<file path="config.mk">
export PLATFORM = sky130hd
export DESIGN_NAME = gpio_sel_mask_ctrl
export DESIGN_NICKNAME = d
export VERILOG_FILES = /design/src/rtl/gpio_sel_mask_ctrl.sv
export SDC_FILE = /design/constraint.sdc
export NUM_CORES = 1
export LEC_CHECK = 0
export BUFFER_PORTS_ARGS = -buffer_cell sky130_fd_sc_hd__buf_4
export CORE_MARGIN = 4
export CORE_UTILIZATION = 47
export CTS_BUF_LIST = sky130_fd_sc_hd__clkbuf_16
export CTS_CLUSTER_DIAMETER = 150
export DETAILED_ROUTE_END_ITERATION = 6
export PLACE_DENSITY = 0.68
export SLEW_MARGIN = 20
export SYNTH_ARGS = -nofsm -noshare
export SYNTH_HDL_FRONTEND = slang
export SYNTH_SLANG_ARGS = --single-unit
</file>
<file path="constraint.sdc">
create_clock -name clk -period 2.55 [get_ports clk]
set_input_delay 0.1275 -clock clk [delete_from_list [all_inputs] [get_ports clk]]
set_output_delay 0.1275 -clock clk [all_outputs]
set_load 0.03 [all_outputs]
</file>
<file path="src/rtl/gpio_sel_mask_ctrl.sv">
// ---------------------------------------------------------------------------
// gpio_sel_mask_ctrl
//
// Registered GPIO pin-select controller. A command carries a 1-based pin
// index and an update mode. The index is decoded to a one-hot pin mask, which
// then modifies the held mask_out register using one of four modes:
// replace, set, clear or toggle. After every update the block stays busy for
// SETTLE_CYCLES cycles before it accepts the next command.
//
// Index 0 and indices above NUM_PINS decode to an all-zero one-hot. As a
// result, REPLACE clears the mask, and SET/CLEAR/TOGGLE leave it unchanged.
// This matches the legacy combinational decoder, which output all zeros for
// such indices.
//
// Ports
//   clk           in   system clock, rising edge
//   nrst          in   asynchronous active-low reset
//   cmd_valid     in   command present
//   cmd_ready     out  block can accept a command (decoded from state only)
//   cmd_idx       in   1-based pin index, 0 = no pin
//   cmd_mode      in   0=REPLACE 1=SET 2=CLEAR 3=TOGGLE
//   mask_out      out  registered pin mask, bit n <-> index n+1
//   busy          out  high while applying or settling
//   update_pulse  out  one-cycle pulse in the cycle after mask_out is written
//   err_oob       out  sticky: an accepted index exceeded NUM_PINS
//   err_clr       in   synchronous clear of err_oob (a new error wins)
// ---------------------------------------------------------------------------
module gpio_sel_mask_ctrl #(
    parameter int                  NUM_PINS      = 34,
    parameter int                  IDX_W         = 6,
    parameter int                  SETTLE_CYCLES = 2,
    parameter logic [NUM_PINS-1:0] RESET_MASK    = '0
) (
    input  logic                clk,
    input  logic                nrst,
    input  logic                cmd_valid,
    output logic                cmd_ready,
    input  logic [IDX_W-1:0]    cmd_idx,
    input  logic [1:0]          cmd_mode,
    output logic [NUM_PINS-1:0] mask_out,
    output logic                busy,
    output logic                update_pulse,
    output logic                err_oob,
    input  logic                err_clr
);

    // The settle counter only has to hold SETTLE_CYCLES-1.
    localparam int CNT_W       = (SETTLE_CYCLES > 2) ? $clog2(SETTLE_CYCLES) : 1;
    localparam int SETTLE_LOAD = (SETTLE_CYCLES > 0) ? SETTLE_CYCLES - 1 : 0;
    localparam logic [CNT_W-1:0] SETTLE_LOAD_C = CNT_W'(SETTLE_LOAD);

    typedef enum logic [1:0] {
        ST_IDLE   = 2'd0,
        ST_APPLY  = 2'd1,
        ST_SETTLE = 2'd2
    } state_e;

    typedef enum logic [1:0] {
        MODE_REPLACE = 2'd0,
        MODE_SET     = 2'd1,
        MODE_CLEAR   = 2'd2,
        MODE_TOGGLE  = 2'd3
    } mode_e;

    state_e              state_q, state_d;
    logic [IDX_W-1:0]    idx_q, idx_d;
    mode_e               mode_q, mode_d;
    logic [CNT_W-1:0]    cnt_q, cnt_d;
    logic [NUM_PINS-1:0] mask_q, mask_d;
    logic                pulse_q, pulse_d;
    logic                err_q, err_d;

    logic                accept;
    logic [NUM_PINS-1:0] onehot;
    logic                idx_oob;

    // -----------------------------------------------------------------------
    // FSM: state register
    // -----------------------------------------------------------------------
    // NOTE: clocked state is written only with non-blocking assignments.
    // Blocking assignments here would let other always_ff blocks read the new
    // value in the same edge, and the result would depend on process order.
    always_ff @(posedge clk or negedge nrst) begin
        if (!nrst) begin
            state_q <= ST_IDLE;
        end else begin
            state_q <= state_d;
        end
    end

    // -----------------------------------------------------------------------
    // FSM: next-state logic
    // -----------------------------------------------------------------------
    // NOTE: each combinational block assigns its outputs a default first.
    // Without the default, a path through the case that leaves a signal
    // unassigned would infer a latch.
    always_comb begin
        state_d = state_q;
        case (state_q)
            ST_IDLE: begin
                if (cmd_valid) begin
                    state_d = ST_APPLY;
                end
            end
            ST_APPLY: begin
                state_d = (SETTLE_CYCLES > 0) ? ST_SETTLE : ST_IDLE;
            end
            ST_SETTLE: begin
                if (cnt_q == '0) begin
                    state_d = ST_IDLE;
                end
            end
            default: begin
                state_d = ST_IDLE;
            end
        endcase
    end

    // -----------------------------------------------------------------------
    // FSM: outputs decoded from the state register alone, so there is no
    // combinational path from cmd_valid to cmd_ready.
    // -----------------------------------------------------------------------
    always_comb begin
        cmd_ready = 1'b0;
        busy      = 1'b0;
        case (state_q)
            ST_IDLE:   cmd_ready = 1'b1;
            ST_APPLY:  busy      = 1'b1;
            ST_SETTLE: busy      = 1'b1;
            default: begin
                cmd_ready = 1'b0;
                busy      = 1'b0;
            end
        endcase
    end

    assign accept = cmd_valid && cmd_ready;

    // -----------------------------------------------------------------------
    // Command capture. Index and mode are sampled only at the accept edge.
    // Changes on the inputs while busy have no effect.
    // -----------------------------------------------------------------------
    always_comb begin
        idx_d  = idx_q;
        mode_d = mode_q;
        if (accept) begin
            idx_d  = cmd_idx;
            mode_d = mode_e'(cmd_mode);
        end
    end

    // -----------------------------------------------------------------------
    // Settle counter. It loads at the APPLY edge and then counts down once
    // per SETTLE cycle. The FSM leaves SETTLE in the cycle where the counter
    // reads zero, so SETTLE lasts exactly SETTLE_CYCLES cycles.
    // -----------------------------------------------------------------------
    always_comb begin
        cnt_d = cnt_q;
        if (state_q == ST_APPLY) begin
            cnt_d = SETTLE_LOAD_C;
        end else if (state_q == ST_SETTLE && cnt_q != '0) begin
            cnt_d = cnt_q - 1'b1;
        end
    end

    // -----------------------------------------------------------------------
    // Index decode. The index is compared as a plain integer so that an index
    // above NUM_PINS cannot wrap onto a low pin. Index 0 matches no bit.
    // -----------------------------------------------------------------------
    always_comb begin
        onehot = '0;
        for (int i = 0; i < NUM_PINS; i++) begin
            onehot[i] = (int'(idx_q) == i + 1);
        end
    end

    assign idx_oob = (int'(idx_q) > NUM_PINS);

    // -----------------------------------------------------------------------
    // Mask update, performed in APPLY only. An empty one-hot makes
    // SET/CLEAR/TOGGLE no-ops and makes REPLACE clear the mask.
    // -----------------------------------------------------------------------
    always_comb begin
        mask_d = mask_q;
        if (state_q == ST_APPLY) begin
            case (mode_q)
                MODE_REPLACE: mask_d = onehot;
                MODE_SET:     mask_d = mask_q | onehot;
                MODE_CLEAR:   mask_d = mask_q & ~onehot;
                MODE_TOGGLE:  mask_d = mask_q ^ onehot;
                default:      mask_d = mask_q;
            endcase
        end
    end

    // update_pulse is registered at the same edge as the mask write. It is
    // therefore high during the cycle that follows the write.
    always_comb begin
        pulse_d = (state_q == ST_APPLY);
    end

    // A new out-of-range error takes priority over a clear in the same cycle.
    always_comb begin
        err_d = err_q;
        if (state_q == ST_APPLY && idx_oob) begin
            err_d = 1'b1;
        end else if (err_clr) begin
            err_d = 1'b0;
        end
    end

    // -----------------------------------------------------------------------
    // Datapath registers
    // -----------------------------------------------------------------------
    always_ff @(posedge clk or negedge nrst) begin
        if (!nrst) begin
            idx_q   <= '0;
            mode_q  <= MODE_REPLACE;
            cnt_q   <= '0;
            mask_q  <= RESET_MASK;
            pulse_q <= 1'b0;
            err_q   <= 1'b0;
        end else begin
            idx_q   <= idx_d;
            mode_q  <= mode_d;
            cnt_q   <= cnt_d;
            mask_q  <= mask_d;
            pulse_q <= pulse_d;
            err_q   <= err_d;
        end
    end

    assign mask_out     = mask_q;
    assign update_pulse = pulse_q;
    assign err_oob      = err_q;

endmodule
</file>
# Word level (Yosys, flattened, before mapping)
# Index checks and enable logic that the tools add are counted.
word_totals:
  register_bits: 47
  out_inout_bits: 38
  elab_cells: 73
classes:
  n_addsub: 1
  order_cmp: 1
  eq_ne: 41
  n_mux: 10
  bitwise: 4
  n_reduce_logical: 9
op_table:
  columns: ["operator", "n"]
  rows:
  - ["one-hot mux 34 bit (4 select lines)", 1]
  - ["equality test 6 bit (second input constant)", 19]
  - ["equality test 6 x 5 -> 1 bit (second input constant)", 8]
  - ["AND 34 bit", 1]
  - ["NOT 34 bit", 1]
  - ["OR 34 bit", 1]
  - ["bitwise XOR 34 bit", 1]
  - ["equality test 6 x 4 -> 1 bit (second input constant)", 4]
  - ["equality test 6 x 3 -> 1 bit (second input constant)", 2]
  - ["equality test 2 bit (second input constant)", 3]
  - ["equality test 6 x 2 -> 1 bit (second input constant)", 1]
  - ["greater-than comparator 6 bit (second input constant)", 1]
  - ["2-to-1 mux 1 bit", 6]
  - ["one-hot mux 2 bit (3 select lines)", 1]
  - ["equality test 2 x 1 -> 1 bit (second input constant)", 2]
  - ["zero test 2 bit", 2]
  - ["2-to-1 mux 2 bit", 2]
  - ["inequality test 2 bit (second input constant)", 2]
  - ["nonzero test 2 bit", 2]
  - ["logical AND 1 bit", 3]
  - ["AND reduction 2 bit", 1]
  - ["OR reduction 2 bit", 1]
  - ["subtractor 1 bit (second input constant)", 1]

# Longest topological paths before layout
# Gate-level depths: netlist of run 1.
logic_depth:
  word_depth: 4
  depth_mapped: 8
  depth_no_buf: 7

# Worst setup path after synthesis of run 1
# No wires, ideal clock.
synth_path:
  path_kind: "reg2reg"
  from: "register idx_q[3]"
  to: "register mask_q[31], in the netlist mask_out[31]"
  setup_time_ps: 134
  t_arrival_ps: 1819
  required_ps: 2416
  path_slack_ps: 597
  stages_incl_launch_ff: 9
  synth_period_minus_slack_ps: 1953
  cell_sequence: "dfrtp_1 nor2_1 buf_2 buf_2 nand3_1 ha_1 mux2_1 o211ai_1 o22ai_1"
synth_via:
  elab_chain_len: 4
synth_rtl:
  columns: ["element", "line", "text"]
  rows:
  - ["start: declaration", "66", "logic [IDX_W-1:0] idx_q, idx_d;"]
  - ["start signal: assignment", "224", "idx_q <= idx_d;"]
  - ["equality test 6 bit (*)", "173", "onehot[i] = (int'(idx_q) == i + 1);"]
  - ["NOT 34 bit", "189", "MODE_CLEAR: mask_d = mask_q & ~onehot;"]
  - ["AND 34 bit", "189", null]
  - ["one-hot mux 34 bit (4 select lines) (*)", "186", "case (mode_q)"]
  - ["end signal: assignment", "227", "mask_q <= mask_d;"]
  - ["end: declaration", "69", "logic [NUM_PINS-1:0] mask_q, mask_d;"]
# Mark *: on every way between the ends. The rest lies on a longest branch, timed or not.
# A chain may end at the register's enable or synchronous reset.

# Final worst setup path of run 1
layout_path:
  from: "register idx_q[5]"
  to: "register mask_q[5], in the netlist mask_out[5]"
layout_via:
  elab_chain_len: 4
layout_rtl:
  columns: ["element", "line"]
  rows:
  - ["equality test 6 x 4 -> 1 bit (*)", "173"]
  - ["NOT 34 bit", "189"]
  - ["AND 34 bit", "189"]
  - ["one-hot mux 34 bit (4 select lines) (*)", "186"]
# Marked as above.

==> flow_metrics.py, run 1 <==
metrics = {
    "status": {
        "status": "finished clean",
    },
    "setup_path": {
        "crit_arrival_ps": 2330,
        "crit_family": "simple AND/OR/NAND/NOR gates",
        "cp_slowest_stage_delay_ps": 480,
        "crit_chain": "nor2_2 > buf_4 > nand3_1 > ha_1 > nor2b_1 > a211oi_1 > o32ai_1",
        "start_kind": "flop",
        "critPathKind": "flop to flop",
        "worstPathRequired_ps": 2700,
        "crit_buf_inv": 1,
        "cp_max_fo": 13,
        "cpMaxStageDelayCell": "nor2_2",
        "endpoint_kind": "flop",
    },
    "place": {
        "dp_hpwl_um": 7120,
        "portBuffers": 49,
        "dp.cells": 580,
        "dpl-instance-area_um2": 4560,
        "gp_congestion": 0.790,
    },
    "sta": {
        "setup_viol": 0,
        "slew_headroom_pct": 56.8,
        "fmax_mhz": 459,
        "period_share_pct": 85.5,
        "hold_viol": 0,
        "final.setup.tns_ps": 0,
        "slew_viol_final": 0,
        "min_period_ps": 2180,
        "fin_skew_ps": 7.06,
        "worst_slew_pin_slew_ps": 649,
        "rsz0062_at_grt": "false",
    },
    "clock_network": {
        "clockRootBuffer": "clkbuf_16",
        "clk_path_buf_depth": 2,
        "numCtsBuffers": 5,
        "post-cts-setup-buffer-count": 0,
        "numClockSinks": 47,
        "htreeDepth": 2,
        "clkLatencyLatePin_ps": 290,
        "path_clk_slew_ps": 70,
        "cts_tree": "built",
    },
    "final_layout": {
        "stdcell_count": 589,
        "syn2layout_area_growth_pct": 12.0,
        "utilization_pct": 54.2,
        "drive_gt1_share_pct": 21.8,
        "n_fill_cell": 782,
        "n_antenna_cell": 0,
        "fin_area_um2": 4720,
        "fin_nets": 563,
    },
    "synthesis": {
        "ys_seq_area_share_pct": 27.9,
        "syn_nets": 537,
        "avgSynthCellArea_um2": 9.29,
        "ys_ff_latch": 47,
        "netlist_instances": 454,
        "synth_area_um2": 4220,
        "ys.warnings.count": 0,
        "synth_cell_types": 34,
    },
    "power_and_ir_drop": {
        "irDropWorstVdd_mv": 0.884,
        "pwr_density_cell_nw_per_um2": 1390,
        "power.leakage_nw": 2.06,
    },
    "routing": {
        "firstDrtPassIters": 4,
        "wl_per_cell_um": 17.6,
        "via_count": 3469,
        "drc": 0,
        "avgViaCountPerCell": 5.89,
        "antenna_left": 0,
        "drt-total-wl_um": 10300,
        "drtIter0Drc": 175,
    },
    "global_routing": {
        "grt_pass1_vias": 3501,
        "grt_max_degree": 48,
        "antenna_found_initial": 0,
        "grtUsageTotal_pct": 20.3,
        "overflow": 0,
        "grt_pass1_wl_um": 17200,
    },
    "floorplan": {
        "design.core.area_um2": 8720,
        "io_pins": 50,
        "rows": 34,
        "start_util_pct": 48.4,
        "die-area_um2": 10600,
        "die_w_um": 103,
        "fp.dieH_um": 103,
    },
    "run": {
        "maxCapViolCount": 0,
    },
    "hold_path": {
        "hold_class": "input port to flop",
    },
}
## cell usage in the layout, fill, tap and decap left out, types with 4 or more instances in the layout
cell        n
mux2_1      5
buf_4      64
nand2_1    32
o21ai_0    11
nand3b_1   23
nand3_1    16
a31oi_1    26
o32ai_1    10
clkbuf_16   5
o22ai_1    24
o211ai_1   23
and2_1      4
dfrtp_1    46
inv_1      39
nor2b_1    17
a21oi_1     9
ha_1       70
mux2_2     27
a211oi_1   11
## power by group
part | internal (mW) | total (mW) | switching (mW)
Combinational | 1.76 | 4.39 | 2.63
Clock | 0.373 | 0.687 | 0.315
Sequential | 1.10 | 1.51 | 0.406
Total | 3.23 | 6.58 | 3.35
## what timing repair did
item	4_1_cts	5_1_grt
hold endpoints to repair	47	0
gates resized for setup	0	0
hold buffers	1	0
## synth_stat cells (all sizes together)
| library cell | count | share of area, % |
|---|---|---|
| nor2b | 17 | 2.5 |
| buf | 30 | 5.3 |
| a21o | 1 | 0.18 |
| and4b | 1 | 0.24 |
| clkinv | 1 | 0.089 |
| inv | 39 | 3.5 |
| mux2 | 32 | 8.5 |
| dfrtp | 47 | 28 |
| a2111oi | 1 | 0.21 |
| and4bb | 1 | 0.30 |
| a31oi | 26 | 3.9 |
| a211oi | 11 | 2.0 |
| nand2 | 32 | 2.8 |
| o21ai | 12 | 1.4 |
| o32ai | 11 | 2.5 |
| clkbuf | 17 | 1.6 |
| ha | 71 | 21 |
| o211ai | 23 | 4.1 |
| or2 | 1 | 0.15 |
| and2 | 4 | 0.59 |
| a21oi | 10 | 1.3 |
| nand3 | 16 | 1.9 |
| nor2 | 3 | 0.33 |
| nand3b | 23 | 4.1 |
| o22ai | 24 | 3.6 |
## metrics by stage
stage | power (mW) | hold slack [ps] | setup WS (ps)
after floorplan | 4.77 | -168 | 597
after global placement | 5.69 | 203 | 428
after detailed placement | 5.90 | 206 | 374
after CTS | 6.62 | 24.5 | 354
after global routing | 7.17 | 34.3 | 208
final | 6.58 | 25.6 | 370
## logic make-up (layout without fill, tap and decap cells)
logic type                 count (synthesis)  in the layout  synth area share, %
AOI/OAI and AO/OA                        119            119                 19.0
DFF                                       47             47                 27.9
muxes                                     32             32                 8.55
adders and majority gates                 71             71                 21.1
and+or+nand+nor                           98             98                 13.0
buffers and inverters                     87            114                 10.5
## flip-flops by register name (all words and copies together) (netlist names)
register,cells
cnt_q,1
idx_q,6
mask_out,34
state_q,2
mode_q,2
err_oob,1
update_pulse,1
## final timing paths
kind	from	end	slack, ps	cells after the start
worst max-delay path	idx_q[5]$_DFFE_PN0P_	mask_out[5]$_DFFE_PN0P_	370	7
worst min-delay path	err_clr	err_oob$_DFFE_PN0P_	30	2
worst max register to register	idx_q[5]$_DFFE_PN0P_	mask_out[5]$_DFFE_PN0P_	370	7
worst min register to register	cnt_q$_DFFE_PN0P_	cnt_q$_DFFE_PN0P_	480	1
max in group asynchronous	nrst	mode_q[0]$_DFFE_PN0P_	1680	2
min in group asynchronous	nrst	mask_out[22]$_DFFE_PN0P_	400	2
## final cells by class
class | instances | area, µm² | area share [%]
clock buffers | 5 | 125 | 2.65
clock inverters | 3 | 26.3 | 0.556
inverters | 40 | 150 | 3.18
multi-input cells | 320 | 2600 | 55.0
flip-flops and latches | 47 | 1180 | 24.9
well taps | 108 | 135 | 2.86
repair buffers | 66 | 510 | 10.8
## per-layer routing
| layer | track usage, % | vias to the layer above | wire length, µm | part of all wire [%] |
|---|---|---|---|---|
| met5 | 0 | - | 0 | 0 |
| met4 | 4.94 | 0 | 101 | 0.98 |
| met3 | 3.18 | 12 | 535 | 5.2 |
| met2 | 34.7 | 89 | 5160 | 50 |
| met1 | 26.8 | 1686 | 4540 | 44 |
| li1 | - | 1682 | - | - |
No activity file was read; power rests on OpenSTA's default activity.
==> run 2: changes to the inputs <==
RECOVER_POWER = 50   (was unset)
SETUP_SLACK_MARGIN = 0.3   (was unset)
==> flow_metrics.py, run 2 (synthesis gave the netlist of run 1 again) <==
metrics = {
    "status": {
        "status": "finished clean",
    },
    "final_layout": {
        "drive_gt1_share_pct": 18.1,
        "n_fill_cell": 797,
        "stdcell_count": 589,
        "register_area_um2": 1180,
        "multiInputGateArea_um2": 2600,
        "syn2layout_area_growth_pct": 10.3,
        "fin_nets": 563,
        "largest_register_ffs": 34,
        "utilization_pct": 53.3,
        "most-common-layout-cells": "70 x ha_1, 46 x dfrtp_1, 44 x buf_4, 39 x inv_1, 32 x nand2_1",
        "final_common_cell": "ha_1",
        "n_antenna_cell": 0,
    },
    "floorplan": {
        "die-area_um2": 10600,
        "io_pins": 50,
        "rows": 34,
        "start_util_pct": 48.4,
        "die_w_um": 103,
        "design.core.area_um2": 8720,
        "fp.dieH_um": 103,
    },
    "setup_path": {
        "r2r-start": "idx_q[5]$_DFFE_PN0P_",
        "critPathKind": "flop to flop",
        "crit_arrival_ps": 2330,
        "crit_chain": "nor2_2 > buf_4 > nand3_1 > ha_1 > nor2b_1 > a211oi_1 > o32ai_1",
        "cp-startpoint": "idx_q[5]$_DFFE_PN0P_",
        "worstPathRequired_ps": 2690,
        "cpMaxStageDelayCell": "nor2_2",
        "start_kind": "flop",
        "cp_max_fo": 13,
        "cp_slowest_stage_delay_ps": 480,
        "endpoint_kind": "flop",
    },
    "global_routing": {
        "antenna_found_initial": 0,
        "grt_pass1_vias": 3501,
        "grt_pass1_wl_um": 17200,
        "overflow": 0,
        "grtUsageTotal_pct": 20.3,
        "grt_max_degree": 48,
    },
    "routing": {
        "drtIter0Drc": 164,
        "antenna_left": 0,
        "avgViaCountPerCell": 5.97,
        "firstDrtPassIters": 4,
        "via_count": 3516,
        "drc": 0,
        "wl_per_cell_um": 17.6,
        "drt-total-wl_um": 10400,
    },
    "clock_network": {
        "path_clk_slew_ps": 70,
        "numClockSinks": 47,
        "numCtsBuffers": 5,
        "cts_tree": "built",
        "clk_path_buf_depth": 2,
        "clkLatencyLatePin_ps": 290,
        "htreeDepth": 2,
        "clockRootBuffer": "clkbuf_16",
        "post-cts-setup-buffer-count": 0,
    },
    "power_and_ir_drop": {
        "p_sw_share_pct": 51.7,
        "pwr_density_cell_nw_per_um2": 1390,
        "p_clk_share_pct": 10.6,
        "switchingPower_mw": 3.35,
        "pwr-share-seq_pct": 23.2,
        "finalPower_mw": 6.48,
        "p_int_mw": 3.13,
        "irDropWorstVdd_mv": 0.857,
        "power.leakage_nw": 1.98,
        "comb_power_share_pct": 66.1,
    },
    "sta": {
        "setup_viol": 0,
        "fmax_mhz": 457,
        "rsz0062_at_grt": "true",
        "whs_ps": 26.8,
        "worst_slew_pin_slew_ps": 1290,
        "hold_viol": 0,
        "slew_headroom_pct": 14.1,
        "final.setup.tns_ps": 0,
        "min_period_ps": 2190,
        "fin_skew_ps": 4.60,
        "period_share_pct": 85.8,
        "slew_viol_final": 0,
    },
    "place": {
        "dp.cells": 580,
        "dp_hpwl_um": 7120,
        "gp_congestion": 0.790,
        "portBuffers": 49,
    },
    "hold_path": {
        "worstHoldStart": "err_clr",
        "hold_class": "input port to flop",
    },
    "run": {
        "maxCapViolCount": 0,
    },
}
==> run 2: changes by cell type in the layout (fill, tap and decap cells not counted), sizes merged <==
cell and delta:
buf -20, clkbuf +20
==> run 2: area by class of cell <==
cell class                 count  area share [%]
multi-input combinational    320            55.9
sequential                    47            25.3
timing repair buffer          66            9.39
inverter                      40            3.23
tap                          108            2.90
clock buffer                   5            2.69
clock inverter                 3           0.565
==> run 2: per-layer routing <==
layer	wire length (µm)	vias to the layer above	global-route usage [%]	part of all wire, %
met5	0	-	0	0
met2	5180	95	34.7	50
met1	4580	1723	26.8	44
met3	496	19	3.18	4.8
met4	129	0	4.94	1.2
li1	-	1679	-	-
==> run 2: critical path, delay by kind of cell, from the launching register on <==
kind                       cells  cell delay (ps)
adders and majority gates      1              190
and+or+nand+nor                3              720
buffers and inverters          1              270
DFF                            1              440
AOI/OAI and AO/OA              2              410
==> run 2: per-stage QoR <==
step | worst slack, ps | area (µm²)
global route | 208 | 4650
global placement | 428 | 4560
detailed placement | 374 | 4560
floorplan | 597 | 4220
CTS | 354 | 4720
finish | 362 | 4650
==> run 2: power groups by stage <==
stage / Sequential [mW] / Combinational (mW) / Clock (mW)
2_1_floorplan: 1.86 / 2.91 / 0
3_3_place_gp: 1.51 / 4.18 / 0
3_5_place_dp: 1.52 / 4.38 / 0
4_1_cts: 1.51 / 4.41 / 0.704
5_1_grt: 1.57 / 4.76 / 0.730
6_report: 1.51 / 4.28 / 0.688
==> run 2: final timing paths <==
check	endpoint	slack, ps	depth (start not counted)
min	err_oob$_DFFE_PN0P_	30	2
min in group asynchronous	mask_out[22]$_DFFE_PN0P_	650	2
min reg2reg	cnt_q$_DFFE_PN0P_	480	1
max reg2reg	mask_out[5]$_DFFE_PN0P_	360	7
max in group asynchronous	mode_q[0]$_DFFE_PN0P_	1040	2
max	mask_out[5]$_DFFE_PN0P_	360	7
==> run 2: timing repair <==
item | in CTS | in global routing
endpoints found under the hold margin | 47 | 0
endpoints found under the setup margin | 0 | 16
gates resized for setup | 0 | 1
hold buffers | 1 | 0
